## src/rtl/dma_engine.sv

```systemverilog
// Bus-master copy/fill engine for main RAM: steals the RAM port by stalling the CPU,
// moves or fills a block byte by byte, then hands the bus back and flags DONE.
module dma_engine (
  input  logic        clk_i,
  input  logic        rst_n_i,
  input  logic        R_W_n,
  input  logic [2:0]  reg_addr_i,
  input  logic [2:0]  reg_addr_r_i,
  input  logic [7:0]  data_i,
  input  logic        dma_cs,
  output logic [7:0]  data_o,
  input  logic        cpu_we_i,
  output logic        rdy_o,
  output logic        bus_grant_o,
  output logic [15:0] dma_addr_o,
  output logic [7:0]  dma_data_o,
  output logic        dma_we_o,
  input  logic [7:0]  dma_data_i,
  output logic        irq_o
);

  // state   | meaning
  // IDLE    | CPU owns RAM, registers writable
  // REQ     | CPU stalled, waiting for a non-write CPU cycle
  // RD      | source address on RAM port
  // LAT     | RAM read latency, capture byte
  // WR      | write byte to destination, step pointers
  // REL     | bus returned, CPU held one more cycle to re-read
  localparam logic [2:0] ST_IDLE = 3'd0;
  localparam logic [2:0] ST_REQ  = 3'd1;
  localparam logic [2:0] ST_RD   = 3'd2;
  localparam logic [2:0] ST_LAT  = 3'd3;
  localparam logic [2:0] ST_WR   = 3'd4;
  localparam logic [2:0] ST_REL  = 3'd5;

  logic [2:0]  state_q, state_d;
  logic [15:0] src_q, src_d;
  logic [15:0] dst_q, dst_d;
  logic [15:0] len_q, len_d;
  logic        fill_mode_q, fill_mode_d;
  logic        irq_en_q, irq_en_d;
  logic [7:0]  fill_byte_q, fill_byte_d;
  logic [7:0]  rd_byte_q, rd_byte_d;
  logic        done_q, done_d;
  logic        busy;
  logic        reg_we;

  assign busy   = (state_q != ST_IDLE);
  assign reg_we = dma_cs && !R_W_n && !busy;

  always_comb begin
    state_d     = state_q;
    src_d       = src_q;
    dst_d       = dst_q;
    len_d       = len_q;
    fill_mode_d = fill_mode_q;
    irq_en_d    = irq_en_q;
    fill_byte_d = fill_byte_q;
    rd_byte_d   = rd_byte_q;
    done_d      = done_q;
    case (state_q)
      ST_IDLE: begin
        if (reg_we) begin
          case (reg_addr_i)
            3'd0: src_d[7:0]  = data_i;
            3'd1: src_d[15:8] = data_i;
            3'd2: dst_d[7:0]  = data_i;
            3'd3: dst_d[15:8] = data_i;
            3'd4: len_d[7:0]  = data_i;
            3'd5: len_d[15:8] = data_i;
            3'd6: begin
              fill_mode_d = data_i[1];
              irq_en_d    = data_i[2];
              if (data_i[7]) done_d = 1'b0;
              // zero-length START completes immediately without touching the bus
              if (data_i[0]) begin
                done_d = (len_q == 16'd0);
                if (len_q != 16'd0) state_d = ST_REQ;
              end
            end
            default: fill_byte_d = data_i;
          endcase
        end
      end
      ST_REQ: begin
        if (!cpu_we_i) state_d = fill_mode_q ? ST_WR : ST_RD;
      end
      ST_RD:  state_d = ST_LAT;
      ST_LAT: begin
        rd_byte_d = dma_data_i;
        state_d   = ST_WR;
      end
      ST_WR: begin
        src_d = src_q + 16'd1;
        dst_d = dst_q + 16'd1;
        len_d = len_q - 16'd1;
        if (len_q == 16'd1) state_d = ST_REL;
        else                state_d = fill_mode_q ? ST_WR : ST_RD;
      end
      ST_REL: begin
        state_d = ST_IDLE;
        done_d  = 1'b1;
      end
      default: state_d = ST_IDLE;
    endcase
  end

  always_ff @(posedge clk_i or negedge rst_n_i) begin
    if (!rst_n_i) begin
      state_q     <= ST_IDLE;
      src_q       <= 16'd0;
      dst_q       <= 16'd0;
      len_q       <= 16'd0;
      fill_mode_q <= 1'b0;
      irq_en_q    <= 1'b0;
      fill_byte_q <= 8'd0;
      rd_byte_q   <= 8'd0;
      done_q      <= 1'b0;
    end else begin
      state_q     <= state_d;
      src_q       <= src_d;
      dst_q       <= dst_d;
      len_q       <= len_d;
      fill_mode_q <= fill_mode_d;
      irq_en_q    <= irq_en_d;
      fill_byte_q <= fill_byte_d;
      rd_byte_q   <= rd_byte_d;
      done_q      <= done_d;
    end
  end

  assign rdy_o       = !busy;
  assign bus_grant_o = (state_q == ST_RD) || (state_q == ST_LAT) || (state_q == ST_WR);
  assign dma_we_o    = (state_q == ST_WR);
  assign irq_o       = done_q & irq_en_q;

  always_comb begin
    dma_addr_o = 16'd0;
    dma_data_o = 8'd0;
    if (state_q == ST_RD || state_q == ST_LAT) begin
      dma_addr_o = src_q;
    end else if (state_q == ST_WR) begin
      dma_addr_o = dst_q;
      dma_data_o = fill_mode_q ? fill_byte_q : rd_byte_q;
    end
  end

  always_comb begin
    case (reg_addr_r_i)
      3'd0:    data_o = src_q[7:0];
      3'd1:    data_o = src_q[15:8];
      3'd2:    data_o = dst_q[7:0];
      3'd3:    data_o = dst_q[15:8];
      3'd4:    data_o = len_q[7:0];
      3'd5:    data_o = len_q[15:8];
      3'd6:    data_o = {done_q, 4'b0000, irq_en_q, fill_mode_q, busy};
      default: data_o = fill_byte_q;
    endcase
  end

endmodule

```

## config.mk

```make
export PLATFORM = sky130hd
export DESIGN_NAME = dma_engine
export DESIGN_NICKNAME = d
export VERILOG_FILES = /design/src/rtl/dma_engine.sv
export SDC_FILE = /design/constraint.sdc
export NUM_CORES = 1
export LEC_CHECK = 0
export BUFFER_PORTS_ARGS = -buffer_cell sky130_fd_sc_hd__clkbuf_2
export CAP_MARGIN = 20
export CORE_ASPECT_RATIO = 1.75
export CORE_MARGIN = 4
export CORE_UTILIZATION = 33
export CTS_BUF_LIST = sky130_fd_sc_hd__clkbuf_16
export CTS_CLUSTER_SIZE = 40
export DETAILED_ROUTE_END_ITERATION = 8
export GPL_TIMING_DRIVEN = 1
export SLEW_MARGIN = 20
export SYNTH_ARGS = -nofsm -noshare
export SYNTH_HDL_FRONTEND = slang
export SYNTH_SLANG_ARGS = --single-unit
```

## constraint.sdc

```tcl
create_clock -name clk_i -period 3.7 [get_ports clk_i]
set_input_delay 0 -clock clk_i [delete_from_list [all_inputs] [get_ports clk_i]]
set_output_delay 0 -clock clk_i [all_outputs]
set_load 0.02 [all_outputs]
```

== Yosys cells after proc, flatten, opt, wreduce, memory -nomap -nowiden ==
Cells that the tools add are included.

* Input bits: 27
* Bits in registers: 70
* Output and inout port bits: 36

* Equal/unequal tests: 30
* Multiplexer cells: 31
* Bitwise operators: 2
* Reductions and logical operators: 25
* Add/subtract/negate cells: 3

{| class="wikitable"
|+ Operators with widths
! kind !! count
|-
| case mux 16 bit (2 select lines) || 3
|-
| two-way mux 16 bit || 5
|-
| two-way mux 8 bit || 9
|-
| case mux 8 bit (7 select lines) || 1
|-
| adder 16 x 1 -> 16 bit, second input constant || 2
|-
| == test 3 bit, second input constant || 8
|-
| AND reduction 3 bit || 8
|-
| two-way mux 3 bit || 7
|-
| == test 3 x 2 -> 1 bit, second input constant || 6
|-
| == test 16 x 1 -> 1 bit, second input constant || 1
|-
| zero test 16 bit || 1
|-
| nonzero test 16 bit || 1
|-
| subtractor 16 x 1 -> 16 bit, second input constant || 1
|-
| case mux 3 bit (5 select lines) || 1
|-
| inequality test 2 x 1 -> 1 bit, second input constant || 7
|-
| == test 3 x 1 -> 1 bit, second input constant || 3
|-
| zero test 3 bit || 3
|-
| inequality test 2 bit, second input constant || 4
|-
| OR reduction 7 bit || 1
|-
| AND reduction 5 bit || 1
|-
| two-way mux 1 bit || 4
|-
| AND reduction 4 bit || 1
|-
| nonzero test 2 bit || 2
|-
| inequality test 3 bit, second input constant || 1
|-
| other kinds (7) || 10
|}

== Logic depth before layout (Yosys ltp) ==
* Depth in word-level cells: 6
* Mapped depth: 9
* Gate-level depth less buffers: 7

== Worst setup path after synthesis ==
No wires, ideal clock.

* Path kind: reg-to-reg
* Start: reg len_q[0]
* End: reg state_q[0]
* Library setup time: 0.125 ns
* Stages on the path, launching flop included: 8
* Arrival: 1.875 ns
* Setup slack: 1.700 ns
* Data required time: 3.575 ns
* Period minus slack after synthesis: 2.000 ns
* Cell sequence: dfrtp_1 -> inv_1 -> ha_1 -> or3b_2 -> nor3_4 -> nand3_2 -> o31ai_2 -> mux2_4

* Longest elaborated chain between the ends: 3
* Elaborated cells between the ends (all ways): 6

{| class="wikitable"
|+ RTL lines
! item !! line !! text
|-
| start: declaration || 39 || <nowiki>logic [15:0] len_q, len_d;</nowiki>
|-
| start signal: assignment || 123 || <nowiki>len_q <= len_d;</nowiki>
|-
| == test 16 x 1 -> 1 bit / nonzero test 16 bit (equally long branches) || 97, 78 ||
|-
| two-way mux 3 bit / inequality test 2 bit (equally long branches) || n/a ||
|-
| case mux 3 bit (5 select lines) / AND reduction 5 bit (equally long branches) || n/a ||
|-
| end signal: assignment || 120 || <nowiki>state_q <= state_d;</nowiki>
|-
| end: declaration || 36 || <nowiki>logic [2:0] state_q, state_d;</nowiki>
|}

Parallel ways exist; a longest one is shown, timed or not.
A chain may end at the register's enable or synchronous reset.

== Worst setup path in the final report ==
* Start: reg state_q[2]
* End: out dma_addr_o[1]

* Longest elaborated chain between the ends: 3
* Elaborated cells between the ends (all ways): 6

{| class="wikitable"
|+ RTL lines
! item !! line !! text
|-
| == test 3 bit / == test 3 x 2 -> 1 bit (equally long branches) || 142, 140 ||
|-
| two-way mux 16 bit / logical OR 1 bit (equally long branches) || 142, 140 ||
|-
| two-way mux 16 bit (*) || 140 || <nowiki>if (state_q == ST_RD || state_q == ST_LAT) begin</nowiki>
|-
| end: declaration || 15 || <nowiki>output logic [15:0] dma_addr_o,</nowiki>
|}

Mark *: on every way between the ends. The rest lies on a longest branch, timed or not.

==> impl_metrics.json <==
{
  "dp_hpwl_mm": 13.0,
  "fin_nets": 634,
  "cts_buffers": 9,
  "gp_congestion": 0.943,
  "slowest_delay_ns": 0.69,
  "clkSlewWorstSetupHoldPaths_ns": 0.06,
  "fmax_mhz": 380,
  "area_delta_synth_final_pct": 17.3,
  "hold_path_class": "primary input to flop",
  "finalSetupViolCount": 0,
  "rsz0062_at_grt": "false",
  "slowest_stage": "dfrtp_1",
  "portBuffers": 62,
  "die_h_um": 168,
  "grt-ovfl-total": 0,
  "core-area_um2": 14300,
  "crit_required_ns": 3.70,
  "ys_seq_area_share_pct": 36.5,
  "status": "completed",
  "synthesis.nets": 588,
  "worst-setup-path-type": "flop to output port",
  "cts_root_buf": "clkbuf_16",
  "die_w_um": 99.2,
  "syn_area_per_cell_um2": 8.62,
  "h-tree-depth": 3,
  "maxCapViolations": 0,
  "synth_cells": 557,
  "post-route-min-period_ns": 2.63,
  "clkLatencyLatePin_ns": 0.34,
  "drtIter0Drc": 574,
  "cp-start-kind": "flop",
  "dieArea_um2": 16600,
  "cp-end-kind": "output port",
  "slew_headroom_pct": 36.9,
  "cts_tree": "yes",
  "wl_mm": 17.6,
  "final_max_slew_viol_count": 0,
  "clockBufferDepth": 2,
  "antenna_found_initial": 0,
  "wl_per_cell_um": 22.4,
  "final.setup.tns_ns": 0,
  "drtAntennaViolNets": 0,
  "power.density_nw_per_um2": 777,
  "grtUsageTotal_pct": 21.4,
  "fin_skew_ns": 0.00755,
  "clock-sinks": 70,
  "yosysWarningCount": 0,
  "drt_pass1_iterations": 5,
  "tightest_slew_ns": 0.938,
  "synthFlopType": "dfrtp_1",
  "initial_core_util_pct": 33.6,
  "layout-drive-gt1-share_pct": 19.7,
  "cp.arrival_ns": 2.63,
  "grt_pass1_wl_mm": 27.5,
  "num_vias": 4894,
  "period_share_pct": 71.1,
  "via_per_inst": 6.21,
  "rows": 58,
  "post_cts_resized": 0,
  "first_global_vias": 4829,
  "hold_slack_ns": 0.00891,
  "drcViolationCount": 0,
  "ir_drop_mv": 0.290,
  "syn-cell-area_um2": 4800,
  "hold_viol": 0,
  "async_flop_share_pct": 100,
  "grt_start_max_net_pins": 51,
  "n_antenna_cell": 0,
  "worstPathCellList": "nand2_1 -> inv_2 -> buf_4 -> a22o_1 -> clkbuf_2",
  "num_io_pins": 63,
  "p_leak_nw": 2.38,
  "yosysUniqueCellTypes": 63,
  "synth_edf_count": 0,
  "fill_cells": 1459,
  "crit_path_max_fanout": 41,
  "synth-seq-cells": 70
}
cells in the mapped netlist (4+ instances only):
library cell	n	area (um2)
a211oi_1	4	30.0
a21oi_1	47	235
dfrtp_1	70	1750
a221oi_1	5	43.8
o21a_1	7	52.6
inv_1	9	33.8
nand4_1	12	75.1
o21bai_1	4	30.0
o22a_1	24	210
mux2_2	22	248
nor4_1	6	37.5
a31oi_1	19	119
nor2_1	71	267
nand3_1	15	75.1
ha_1	4	50.1
nor3_1	10	50.1
nor2b_1	7	43.8
nor3b_1	5	37.5
a41oi_1	6	52.6
mux2i_1	12	120
clkbuf_1	28	105
o21ai_1	4	20.0
and3_1	5	31.3
buf_2	13	65.1
a22o_1	18	158
o22ai_1	4	25.0
nand2_1	35	131
nand2b_1	5	31.3
o21ai_0	32	160
cells in the final DEF (no fill, tap or decap), types with 4 or more instances in the layout:
cell,n
o22a_1,24
inv_1,8
a21oi_1,47
o21a_1,7
a41oi_1,6
nor2b_1,7
nor2_1,71
nand2b_1,5
a31oi_1,19
nand2_1,35
a211oi_1,4
nor3_1,10
clkbuf_2,61
nor4_1,6
nand3_1,15
ha_1,4
nor3b_1,5
o22ai_1,4
a22o_1,18
a221oi_1,5
o21ai_0,32
mux2i_1,12
dlygate4sd3_1,12
buf_4,6
clkbuf_16,9
nand4_1,12
mux2_2,22
and3_1,5
dfrtp_1,70
o21bai_1,4
path summary, 6_finish.rpt:
| path | cells past startpoint | from | slack (ns) | endpoint |
|---|---|---|---|---|
| setup / recovery | 5 | state_q[2] | 1.07 | dma_addr_o[1] |
| hold / removal | 2 | data_i[7] | 0.009 | fill_byte_q[7] |
| setup reg to reg | 5 | state_q[2] | 1.28 | dst_q[5] |
| hold reg to reg | 1 | rd_byte_q[4] | 0.51 | rd_byte_q[4] |
| max in group asynchronous | 3 | rst_n_i | 2.40 | rd_byte_q[3] |
| min in group asynchronous | 2 | rst_n_i | 0.17 | src_q[1] |
final cells by class:
type,count,area [um2],share of cell area (%)
tap,180,225,4.00
sequential,70,1750,31.1
clock buffer,9,225,4.00
clock inverter,7,87.6,1.56
timing repair buffer,80,475,8.45
multi-input combinational,433,2830,50.3
inverter,9,33.8,0.600
critical path: cells and delay by family (launching register included):
| kind | cells | cell delay [ns] |
|---|---|---|
| DFF | 1 | 0.69 |
| and+or+nand+nor | 1 | 0.16 |
| AOI/OAI and AO/OA | 1 | 0.23 |
| buffers and inverters | 3 | 1.21 |
through the flow:
step | area (um2) | std cells | power (W) | util, % | setup slack, ns
global placement | 5190 | 760 | 0.00333 | 36.3 | 1.46
CTS | 5630 | 788 | 0.00435 | 39.4 | 1.10
finish | 5630 | 788 | 0.00437 | 39.4 | 1.07
floorplan | 4800 | 557 | 0.00279 | - | 1.70
detailed placement | 5200 | 760 | 0.00339 | 36.3 | 1.35
global route | 5630 | 788 | 0.00462 | 39.4 | 0.865
metal layers:
metal | vias up | GRT usage (%) | routed length, um
met5 | - | 0 | 0
met4 | 0 | 13.1 | 997
met3 | 63 | 3.92 | 1050
met2 | 253 | 36.9 | 9090
met1 | 2373 | 24.0 | 6520
li1 | 2205 | - | -
state kept, by name, indices dropped and copies added, names as in the netlist:
name and count:
dst_q 16, len_q 16, src_q 16, fill_byte_q 8, rd_byte_q 8, state_q 3, done_q 1, fill_mode_q 1
irq_en_q 1
repair_timing:
action,in CTS,in global routing
hold buffers,12,0
setup buffers,0,0
endpoints found under the hold margin,33,0
report_power, final:
part	switching (W)	total [W]	internal (W)
Sequential	0.000682	0.00183	0.00115
Clock	0.000361	0.000947	0.000586
Combinational	0.000871	0.00160	0.000725
Total	0.00191	0.00437	0.00246
logic make-up (layout without fill, tap and decap cells):
kind of cell / Yosys count / in the layout / synth area share [%]
muxes: 37 / 37 / 8.91
DFF: 70 / 70 / 36.5
adders and majority gates: 4 / 4 / 1.04
xor gates and xnor gates: 1 / 1 / 0.182
AOI/OAI and AO/OA: 200 / 200 / 28.6
and+or+nand+nor: 191 / 191 / 20.0
buffers and inverters: 54 / 105 / 4.72
(Power assumes the default switching activity.)
